## src/rtl/reg_display_pkg.sv

```systemverilog
// ============================================================================
// Module   : reg_display_pkg
// Purpose  : Shared widths and active-low seven-segment codes {g,f,e,d,c,b,a}
// Revision : 1.0 - initial release
// ============================================================================
`default_nettype none

package reg_display_pkg;

  localparam int DATA_W = 8;
  localparam int SEL_W  = 3;
  localparam int SEG_W  = 7;
  localparam int BCD_W  = 4;

  localparam logic [SEG_W-1:0] SEG_0     = 7'd64;
  localparam logic [SEG_W-1:0] SEG_1     = 7'd121;
  localparam logic [SEG_W-1:0] SEG_2     = 7'd36;
  localparam logic [SEG_W-1:0] SEG_3     = 7'd48;
  localparam logic [SEG_W-1:0] SEG_4     = 7'd25;
  localparam logic [SEG_W-1:0] SEG_5     = 7'd18;
  localparam logic [SEG_W-1:0] SEG_6     = 7'd2;
  localparam logic [SEG_W-1:0] SEG_7     = 7'd120;
  localparam logic [SEG_W-1:0] SEG_8     = 7'd0;
  localparam logic [SEG_W-1:0] SEG_9     = 7'd16;
  localparam logic [SEG_W-1:0] SEG_BLANK = 7'd127;

  // Any digit code above 9 decodes to a blank display
  localparam logic [BCD_W-1:0] DIGIT_BLANK = 4'd15;

endpackage

`default_nettype wire

```

## src/rtl/reg_display_decoder_seg7.sv

```systemverilog
// ============================================================================
// Module   : seg7_digit_decoder
// Purpose  : Combinational BCD digit to active-low seven-segment decoder
// Revision : 1.0 - initial release
// ============================================================================
`default_nettype none

module seg7_digit_decoder
  import reg_display_pkg::*;
(
  input  logic [BCD_W-1:0] i_bcd,
  output logic [SEG_W-1:0] o_seg
);

  always_comb begin
    o_seg = SEG_BLANK;
    case (i_bcd)
      4'd0:    o_seg = SEG_0;
      4'd1:    o_seg = SEG_1;
      4'd2:    o_seg = SEG_2;
      4'd3:    o_seg = SEG_3;
      4'd4:    o_seg = SEG_4;
      4'd5:    o_seg = SEG_5;
      4'd6:    o_seg = SEG_6;
      4'd7:    o_seg = SEG_7;
      4'd8:    o_seg = SEG_8;
      4'd9:    o_seg = SEG_9;
      default: o_seg = SEG_BLANK;
    endcase
  end

endmodule

`default_nettype wire

```

## src/rtl/reg_display_decoder.sv

```systemverilog
// ============================================================================
// Module   : reg_display_decoder
// Purpose  : Selects one of eight CPU registers, converts it to BCD and drives
//            four registered active-low seven-segment displays.
//            Optional macro LEADING_ZERO_BLANK_EN blanks leading zero digits.
// Revision : 1.0 - initial release
// ============================================================================
`default_nettype none

module reg_display_decoder
  import reg_display_pkg::*;
(
  input  logic              CLK,
  input  logic              RESET,
  input  logic [DATA_W-1:0] R0,
  input  logic [DATA_W-1:0] R1,
  input  logic [DATA_W-1:0] R2,
  input  logic [DATA_W-1:0] R3,
  input  logic [DATA_W-1:0] R4,
  input  logic [DATA_W-1:0] R5,
  input  logic [DATA_W-1:0] R6,
  input  logic [DATA_W-1:0] R7,
  input  logic [SEL_W-1:0]  SEL,
  output logic [DATA_W-1:0] BIN,
  output logic [BCD_W-1:0]  BCD2,
  output logic [BCD_W-1:0]  BCD1,
  output logic [BCD_W-1:0]  BCD0,
  output logic [SEG_W-1:0]  HEX3,
  output logic [SEG_W-1:0]  HEX2,
  output logic [SEG_W-1:0]  HEX1,
  output logic [SEG_W-1:0]  HEX0
);

`ifdef LEADING_ZERO_BLANK_EN
  localparam logic [SEG_W-1:0] c_hex_lead_rst = SEG_BLANK;
`else
  localparam logic [SEG_W-1:0] c_hex_lead_rst = SEG_0;
`endif

  logic [DATA_W-1:0] w_sel_val;
  logic [11:0]       w_bcd;
  logic [BCD_W-1:0]  w_dig3, w_dig2, w_dig1, w_dig0;
  logic [SEG_W-1:0]  w_seg3, w_seg2, w_seg1, w_seg0;

  logic [DATA_W-1:0] r_bin;
  logic [BCD_W-1:0]  r_bcd2, r_bcd1, r_bcd0;
  logic [SEG_W-1:0]  r_hex3, r_hex2, r_hex1, r_hex0;

  always_comb begin
    w_sel_val = R0;
    case (SEL)
      3'd0: w_sel_val = R0;
      3'd1: w_sel_val = R1;
      3'd2: w_sel_val = R2;
      3'd3: w_sel_val = R3;
      3'd4: w_sel_val = R4;
      3'd5: w_sel_val = R5;
      3'd6: w_sel_val = R6;
      3'd7: w_sel_val = R7;
    endcase
  end

  // Shift-add-3: adjust each digit >= 5 before shifting in the next bit
  always_comb begin
    logic [DATA_W-1:0] v_bin;
    w_bcd = '0;
    v_bin = w_sel_val;
    for (int i = 0; i < DATA_W; i++) begin
      if (w_bcd[3:0]  >= 4'd5) w_bcd[3:0]  = w_bcd[3:0]  + 4'd3;
      if (w_bcd[7:4]  >= 4'd5) w_bcd[7:4]  = w_bcd[7:4]  + 4'd3;
      if (w_bcd[11:8] >= 4'd5) w_bcd[11:8] = w_bcd[11:8] + 4'd3;
      w_bcd = {w_bcd[10:0], v_bin[DATA_W-1]};
      v_bin = {v_bin[DATA_W-2:0], 1'b0};
    end
  end

  // Blanked digits are steered to a code the decoder renders as blank
  always_comb begin
    w_dig0 = w_bcd[3:0];
`ifdef LEADING_ZERO_BLANK_EN
    w_dig3 = DIGIT_BLANK;
    w_dig2 = (w_bcd[11:8] == 4'd0) ? DIGIT_BLANK : w_bcd[11:8];
    w_dig1 = (w_bcd[11:4] == 8'd0) ? DIGIT_BLANK : w_bcd[7:4];
`else
    w_dig3 = 4'd0;
    w_dig2 = w_bcd[11:8];
    w_dig1 = w_bcd[7:4];
`endif
  end

  seg7_digit_decoder u_dec3 (.i_bcd(w_dig3), .o_seg(w_seg3));
  seg7_digit_decoder u_dec2 (.i_bcd(w_dig2), .o_seg(w_seg2));
  seg7_digit_decoder u_dec1 (.i_bcd(w_dig1), .o_seg(w_seg1));
  seg7_digit_decoder u_dec0 (.i_bcd(w_dig0), .o_seg(w_seg0));

  always_ff @(posedge CLK or posedge RESET) begin
    if (RESET) begin
      r_bin  <= '0;
      r_bcd2 <= '0;
      r_bcd1 <= '0;
      r_bcd0 <= '0;
      r_hex3 <= c_hex_lead_rst;
      r_hex2 <= c_hex_lead_rst;
      r_hex1 <= c_hex_lead_rst;
      r_hex0 <= SEG_0;
    end else begin
      r_bin  <= w_sel_val;
      r_bcd2 <= w_bcd[11:8];
      r_bcd1 <= w_bcd[7:4];
      r_bcd0 <= w_bcd[3:0];
      r_hex3 <= w_seg3;
      r_hex2 <= w_seg2;
      r_hex1 <= w_seg1;
      r_hex0 <= w_seg0;
    end
  end

  assign BIN  = r_bin;
  assign BCD2 = r_bcd2;
  assign BCD1 = r_bcd1;
  assign BCD0 = r_bcd0;
  assign HEX3 = r_hex3;
  assign HEX2 = r_hex2;
  assign HEX1 = r_hex1;
  assign HEX0 = r_hex0;

endmodule

`default_nettype wire

```

## config.mk

```make
export PLATFORM = sky130hd
export DESIGN_NAME = reg_display_decoder
export DESIGN_NICKNAME = d
export VERILOG_FILES = /design/src/rtl/reg_display_pkg.sv /design/src/rtl/reg_display_decoder_seg7.sv /design/src/rtl/reg_display_decoder.sv
export SDC_FILE = /design/constraint.sdc
export NUM_CORES = 1
export LEC_CHECK = 0
export CAP_MARGIN = 15
export CORE_MARGIN = 3
export CORE_UTILIZATION = 47
export DETAILED_ROUTE_END_ITERATION = 8
export PLACE_DENSITY_LB_ADDON = 0.05
export SLEW_MARGIN = 20
export SYNTH_ARGS = -nofsm -noshare
export SYNTH_HDL_FRONTEND = slang
export SYNTH_SLANG_ARGS = --single-unit
```

## constraint.sdc

```tcl
create_clock -name CLK -period 1 [get_ports CLK]
set_input_delay 0.1 -clock CLK [delete_from_list [all_inputs] [get_ports CLK]]
set_output_delay 0.1 -clock CLK [all_outputs]
set_load 0.05 [all_outputs]
```

==> impl_results.html, run 1 <==
<table>
<tr><th>Metric</th><th>Value</th></tr>
<tr><th colspan="2">Die</th></tr>
<tr><td>I/O pin count</td><td>117</td></tr>
<tr><td>Horizontal die dimension</td><td>roughly 91 um</td></tr>
<tr><td>Chip Height</td><td>~91 um</td></tr>
<tr><td>Starting Density</td><td>roughly half</td></tr>
<tr><td>Row cnt</td><td>30</td></tr>
<tr><th colspan="2">Placed design</th></tr>
<tr><td>Final weighted congestion in routability-driven placement</td><td>approximately 0.9</td></tr>
<tr><td>Count of port buffers added during placement</td><td>between 100 and 150</td></tr>
<tr><td>HPWL after detailed placement</td><td>~10000 um</td></tr>
<tr><td>Worst setup slack before clock tree synthesis</td><td>-5.38 ns</td></tr>
<tr><td>Post-Place Cells</td><td>683</td></tr>
<tr><th colspan="2">Synth</th></tr>
<tr><td>Number of warnings issued by yosys</td><td>0</td></tr>
<tr><td>Synth Area in Simple Gates</td><td>18.9%</td></tr>
<tr><td>Async set-reset flop share out of synthesis</td><td>100%</td></tr>
<tr><td>Number of flops mapped to enable cells by yosys</td><td>0</td></tr>
<tr><td>Post-synthesis adder-cell area fraction</td><td>about 8.5%</td></tr>
<tr><td>Top FF cell, synth</td><td>sky130_fd_sc_hd__dfrtp_1</td></tr>
<tr><td>Dominant combinational cell family by area after synthesis</td><td>compound AO/OA/AOI/OAI gates</td></tr>
<tr><td>Proportion of synthesized area in mux cells</td><td>a little under 8%</td></tr>
<tr><td>Total of flip-flops plus latches after synthesis</td><td>35</td></tr>
<tr><td>Summed instance area of the synthesized netlist</td><td>between 3000 and 4000 um^2</td></tr>
<tr><td>Post-synthesis compound-gate area fraction</td><td>about 29%</td></tr>
<tr><td>Fraction of synthesized cell area in xor and xnor cells</td><td>around 1.0%</td></tr>
<tr><td>Synth Instances</td><td>about 370</td></tr>
<tr><td>Number of distinct library cells after synthesis</td><td>89</td></tr>
<tr><td>Sequential cell area fraction in the yosys report</td><td>approximately a quarter</td></tr>
<tr><td>Post-synthesis average cell area</td><td>slightly above 9 um^2</td></tr>
<tr><th colspan="2">Run status</th></tr>
<tr><td>Error message</td><td>[ERROR DPL-0038] Utilization greater than 100%, impossible to legalize</td></tr>
<tr><td>Result of the run</td><td>aborted with a tool error</td></tr>
<tr><td>Failing step</td><td>4_1_cts</td></tr>
<tr><th colspan="2">Clock tree</th></tr>
<tr><td>Clk sinks</td><td>35</td></tr>
<tr><td>Hold-fix buffers at CTS</td><td>0</td></tr>
<tr><td>Count of cells resized by post-cts repair</td><td>approximately 180</td></tr>
<tr><td>Cts bufs inserted</td><td>5</td></tr>
<tr><td>Max Root-Sink Buffers</td><td>2</td></tr>
<tr><td>Master cell of the clock root buffer</td><td>sky130_fd_sc_hd__clkbuf_8</td></tr>
<tr><td>Number of buffers inserted by post-CTS setup repair</td><td>slightly above 70</td></tr>
<tr><td>H-tree depth</td><td>2</td></tr>
</table>
[synth_stat cells, drive strengths merged (5+ instances only)]
| master | instances | share of area [%] |
|---|---|---|
| nand2b | 5 | 0.93 |
| nand3 | 9 | 1.5 |
| ha | 23 | 8.5 |
| o22ai | 6 | 1.1 |
| inv | 30 | 3.4 |
| and2 | 6 | 1.2 |
| buf | 23 | 5.1 |
| mux2i | 9 | 3.8 |
| nor3 | 12 | 1.8 |
| dfrtp | 32 | 24 |
| a211oi | 6 | 1.5 |
| nor2b | 6 | 1.3 |
| nor2 | 19 | 2.4 |
| o21a | 5 | 1.1 |
| o21ai | 20 | 3.1 |
| o211a | 6 | 1.8 |
| o211ai | 5 | 1.1 |
| nand2 | 31 | 4.0 |
| a21oi | 24 | 4.0 |
[metrics by stage]
stage	util, %	instance area, um^2
after floorplan	-	3660
after detailed placement	87.4	6010
after global placement	87.4	6010
[cell families after synthesis]
logic type	Yosys count
simple gates	111
fa+ha+maj	23
xor+xnor	4
buf+inv	55
flops	35
mux	17
compound gates	120
other cells	2
==> inputs of run 2 (changes only) <==
CORE_UTILIZATION = 40   (was 47)
PLACE_DENSITY_LB_ADDON = 0.15   (was 0.05)
==> run 2 against run 1 <==
  * The flow now finishes, with violations (setup timing)
  * Synthesized cell count stayed put
  * Synthesized area is the same
==> impl_results.html, run 2 <==
<table>
<tr><th>Metric</th><th>Value</th></tr>
<tr><th colspan="2">Placed design</th></tr>
<tr><td>Count of port buffers added during placement</td><td>106 (unchanged)</td></tr>
<tr><td>Placement Cell Area</td><td>6020 um^2 (+0.25%)</td></tr>
<tr><td>Post-Place Cells</td><td>690 (+1.0%)</td></tr>
<tr><td>HPWL after detailed placement</td><td>8740 um (-12%)</td></tr>
<tr><td>Final weighted congestion in routability-driven placement</td><td>0.895 (+1.6%)</td></tr>
<tr><th colspan="2">Synth</th></tr>
<tr><td>Cells taking the most area after synthesis</td><td>sky130_fd_sc_hd__dfrtp_1, sky130_fd_sc_hd__ha_1, sky130_fd_sc_hd__buf_4</td></tr>
<tr><td>Number of warnings issued by yosys</td><td>0 (unchanged)</td></tr>
<tr><td>Fraction of synthesized cell area taken by the top area cell type</td><td>23.8% (unchanged)</td></tr>
<tr><td>Summed instance area of the synthesized netlist</td><td>3370 um^2 (unchanged)</td></tr>
<tr><td>Number of flops mapped to enable cells by yosys</td><td>0 (unchanged)</td></tr>
<tr><td>Top FF cell, synth</td><td>sky130_fd_sc_hd__dfrtp_1</td></tr>
<tr><td>Synth Instances</td><td>367 (unchanged)</td></tr>
<tr><td>Sequential cell area fraction in the yosys report</td><td>26.1% (unchanged)</td></tr>
<tr><td>Top cell types by occurrence after synthesis</td><td>sky130_fd_sc_hd__dfrtp_1, sky130_fd_sc_hd__nand2_1, sky130_fd_sc_hd__ha_1, sky130_fd_sc_hd__inv_1, sky130_fd_sc_hd__a21oi_1</td></tr>
<tr><td>Largest area contributor in the synthesized netlist</td><td>sky130_fd_sc_hd__dfrtp_1</td></tr>
<tr><td>Number of distinct library cells after synthesis</td><td>89 (unchanged)</td></tr>
<tr><td>Count leader, synth</td><td>sky130_fd_sc_hd__dfrtp_1</td></tr>
<tr><td>Post-synthesis average cell area</td><td>9.18 um^2 (unchanged)</td></tr>
<tr><td>Async set-reset flop share out of synthesis</td><td>100% (unchanged)</td></tr>
<tr><td>Total of flip-flops plus latches after synthesis</td><td>35 (unchanged)</td></tr>
<tr><th colspan="2">Finish</th></tr>
<tr><td>Most frequent standard cell in the layout excluding fill and tap cells</td><td>sky130_fd_sc_hd__buf_4</td></tr>
<tr><td>Final net count</td><td>between 700 and 800</td></tr>
<tr><td>Fraction of final layout cells with drive strength greater than 1</td><td>around three fifths</td></tr>
<tr><td>Final std cells w/o fill</td><td>754</td></tr>
<tr><td>Fillcell total</td><td>around 310</td></tr>
<tr><td>Commonest non-fill, non-tap cells in the layout</td><td>sky130_fd_sc_hd__buf_4, sky130_fd_sc_hd__clkdlybuf4s50_1, sky130_fd_sc_hd__buf_12</td></tr>
<tr><td>Cell area after layout</td><td>7200 um^2</td></tr>
<tr><td>Diode insertion count for antenna repair</td><td>0</td></tr>
<tr><td>Layout-stage area growth over the synthesis result</td><td>114%</td></tr>
<tr><th colspan="2">Die</th></tr>
<tr><td>Chip Height</td><td>97.8 um (+7.8%)</td></tr>
<tr><td>Horizontal die dimension</td><td>97.8 um (+7.8%)</td></tr>
<tr><td>I/O pin count</td><td>117 (unchanged)</td></tr>
<tr><td>Die area</td><td>approximately 9600 um^2</td></tr>
<tr><td>Row cnt</td><td>32 (+6.7%)</td></tr>
<tr><td>Placeable core region</td><td>approximately 8000 um^2</td></tr>
<tr><td>Starting Density</td><td>42.3% (-6.8 points)</td></tr>
<tr><th colspan="2">Worst setup path</th></tr>
<tr><td>Peak per-stage delay on the critical path</td><td>about 0.32 ns</td></tr>
<tr><td>CP endpoint kind</td><td>flop</td></tr>
<tr><td>Library cell contributing the largest single delay on the critical path</td><td>sky130_fd_sc_hd__o31ai_4</td></tr>
<tr><td>Maximum fanout encountered on the critical timing path</td><td>3</td></tr>
<tr><td>Worst Path Class, Setup</td><td>input port to flop</td></tr>
<tr><td>Req. time, crit path</td><td>roughly 1.2 ns</td></tr>
<tr><td>CP arrival</td><td>around 6 ns</td></tr>
<tr><td>Worst setup SP type</td><td>input port</td></tr>
<tr><th colspan="2">STA</th></tr>
<tr><td>Final hold viol count</td><td>0</td></tr>
<tr><td>Number of max-slew violations in the final report</td><td>0</td></tr>
<tr><td>Final period demand of the worst path</td><td>between 5 and 6 ns</td></tr>
<tr><td>Period Utilization, post-route</td><td>584%</td></tr>
<tr><td>Max Clock Freq</td><td>~170 MHz</td></tr>
<tr><td>Worst slew margin relative to its limit</td><td>approximately 63%</td></tr>
<tr><td>RSZ-0062 raised after global routing</td><td>yes</td></tr>
<tr><td>Transition time at the pin with the least slew margin</td><td>between 0.5 and 0.6 ns</td></tr>
<tr><td>Final setup viols</td><td>40</td></tr>
<tr><td>Final worst setup slack</td><td>-4.84 ns</td></tr>
<tr><th colspan="2">Run status</th></tr>
<tr><td>Result of the run</td><td>finished, violations left</td></tr>
<tr><td>Violations in the final reports</td><td>setup timing</td></tr>
<tr><th colspan="2">Clock tree</th></tr>
<tr><td>Master cell of the clock root buffer</td><td>sky130_fd_sc_hd__clkbuf_8</td></tr>
<tr><td>Clk sinks</td><td>35 (unchanged)</td></tr>
<tr><td>Post-CTS clock slew at the launch and capture registers of the worst setup and hold paths</td><td>~0.080 ns</td></tr>
<tr><td>Cts bufs inserted</td><td>5 (unchanged)</td></tr>
<tr><td>TritonCTS clock tree</td><td>done</td></tr>
<tr><td>H-tree depth</td><td>2 (unchanged)</td></tr>
<tr><td>Max Root-Sink Buffers</td><td>2 (unchanged)</td></tr>
<tr><td>Hold-fix buffers at CTS</td><td>0 (unchanged)</td></tr>
<tr><th colspan="2">Drt</th></tr>
<tr><td>First-pass iteration count of the detailed router</td><td>5</td></tr>
<tr><td># DRC</td><td>0</td></tr>
<tr><td>Drt via density</td><td>about 6</td></tr>
<tr><td>Mean routed wirelength per cell</td><td>22.6 um</td></tr>
<tr><td>Count of routing violations after the opening detailed-route iteration</td><td>around 290</td></tr>
<tr><td>Routed Antenna Nets</td><td>0</td></tr>
<tr><td>Routed WL</td><td>17000 um</td></tr>
<tr><td>Routed vias</td><td>around 4500</td></tr>
<tr><th colspan="2">Pwr</th></tr>
<tr><td>Sequential share of power</td><td>9.7%</td></tr>
<tr><td>Clk network pwr share</td><td>approximately 3.8%</td></tr>
<tr><td>Power Density</td><td>3800 nW/um^2</td></tr>
<tr><td>Net switching power</td><td>about 13 mW</td></tr>
<tr><td>Total power draw</td><td>27.3 mW</td></tr>
<tr><td>Max IR drop VDD</td><td>between 0.002 and 0.0025 V</td></tr>
<tr><td>Share of total power in combinational logic</td><td>about 87%</td></tr>
<tr><td>Net Sw Frac</td><td>47.9%</td></tr>
<tr><td>Static leakage</td><td>between 3 and 4 nW</td></tr>
<tr><td>Power Internal</td><td>14.2 mW</td></tr>
<tr><th colspan="2">Global routing</th></tr>
<tr><td>Global Route Usage Sum</td><td>24.7%</td></tr>
<tr><td>Initial antenna violation count</td><td>0</td></tr>
<tr><td>Total global routing overflow</td><td>0</td></tr>
<tr><td>Via count of the first global-routing pass</td><td>4209</td></tr>
<tr><td>Maximum number of pins on one net before global-route repair</td><td>36</td></tr>
<tr><td>Layer carrying the most global-route usage</td><td>met2</td></tr>
<tr><td>Global-route track usage on met2</td><td>47.8%</td></tr>
<tr><td>Met1 GRT Util</td><td>between 20% and 30%</td></tr>
<tr><td>Fraction of met3 tracks used by global routing</td><td>3.57%</td></tr>
<tr><td>Global-route wire length before repair</td><td>between 15000 and 20000 um</td></tr>
<tr><th colspan="2">Worst hold path</th></tr>
<tr><td>Min-Delay Path Class</td><td>input port to asynchronous set/reset pin</td></tr>
<tr><th colspan="2">Flow run</th></tr>
<tr><td>Maximum capacitance violations</td><td>0</td></tr>
</table>
run 2: cell counts after synthesis:
No cell type changed its count.
run 2: metal layers:
layer  part of all wire, %  up-vias
li1                      -     1928
met1                    34     2177
met2                    53      324
met3                   6.5      117
met4                   7.1        0
met5                     0        -
run 2: critical path: cells and delay by family:
| family | cells | cell delay (ns) |
|---|---|---|
| buf+inv | 5 | 0.67 |
| compound gates | 10 | 2.00 |
| fa+ha+maj | 6 | 1.25 |
| simple gates | 12 | 1.22 |
| xor+xnor | 3 | 0.48 |
| mux | 1 | 0.26 |
run 2: how the worst max path moves through the flow:
stage                 from                 to  slack [ns]
floorplan           SEL[1]  HEX1[1]$_DFF_PP0_       -4.91
global placement    SEL[1]  HEX0[5]$_DFF_PP0_       -5.05
detailed placement  SEL[1]  HEX0[5]$_DFF_PP0_       -5.28
CTS                 SEL[2]  HEX0[6]$_DFF_PP1_       -4.30
global route        SEL[1]  HEX1[1]$_DFF_PP0_       -4.98
finish               R5[6]  HEX1[1]$_DFF_PP0_       -4.84
run 2: repair_timing:
item,4_1_cts,5_1_grt
gates cloned,2,0
endpoints found under the setup margin,44,44
resized for setup,102,79
buffers inserted,23,38
pin swaps,60,59
run 2: cell families (layout without fill, tap and decap cells):
kind of cell | count (synthesis) | count (layout) | share of synthesized area [%]
AOI/OAI and AO/OA | 120 | 120 | 28.6
and+or+nand+nor | 111 | 111 | 18.9
buffers and inverters | 55 | 332 | 8.73
DFF | 35 | 35 | 26.1
adders and majority gates | 23 | 23 | 8.54
muxes | 17 | 17 | 7.91
xor gates and xnor gates | 4 | 4 | 1.04
other | 2 | 10 | 0.223
run 2: power by group through the flow:
stage | Clock, mW | Sequential, mW | Combinational, mW
finish | 1.05 | 2.64 | 23.6
CTS | 1.06 | 2.63 | 19.1
detailed placement | 0 | 2.66 | 17.2
floorplan | 0 | 4.26 | 7.83
global route | 1.14 | 2.67 | 24.7
global placement | 0 | 2.62 | 16.7
run 2: final cells by class:
| class | count | area, um^2 | area share [%] |
|---|---|---|---|
| multi-input cells | 285 | 2930 | 40.7 |
| clock buffers | 5 | 68.8 | 0.956 |
| well taps | 102 | 128 | 1.77 |
| inverters | 31 | 138 | 1.91 |
| flip-flops and latches | 35 | 881 | 12.2 |
| clock inverters | 3 | 23.8 | 0.330 |
| repair buffers | 293 | 3030 | 42.1 |
run 2: stage by stage:
stage | TNS, ns | setup slack (ns) | hold slack [ns] | utilization, %
floorplan | -122.52 | -4.91 | 0.252 | -
global placement | -133.67 | -5.05 | 0.455 | 75.6
detailed placement | -139.62 | -5.28 | 0.476 | 75.6
CTS | -109.68 | -4.30 | 0.156 | 82.8
global route | -128.21 | -4.98 | 0.209 | 90.3
finish | -124.17 | -4.84 | 0.171 | 90.3
No activity file was read; power rests on OpenSTA's default activity.
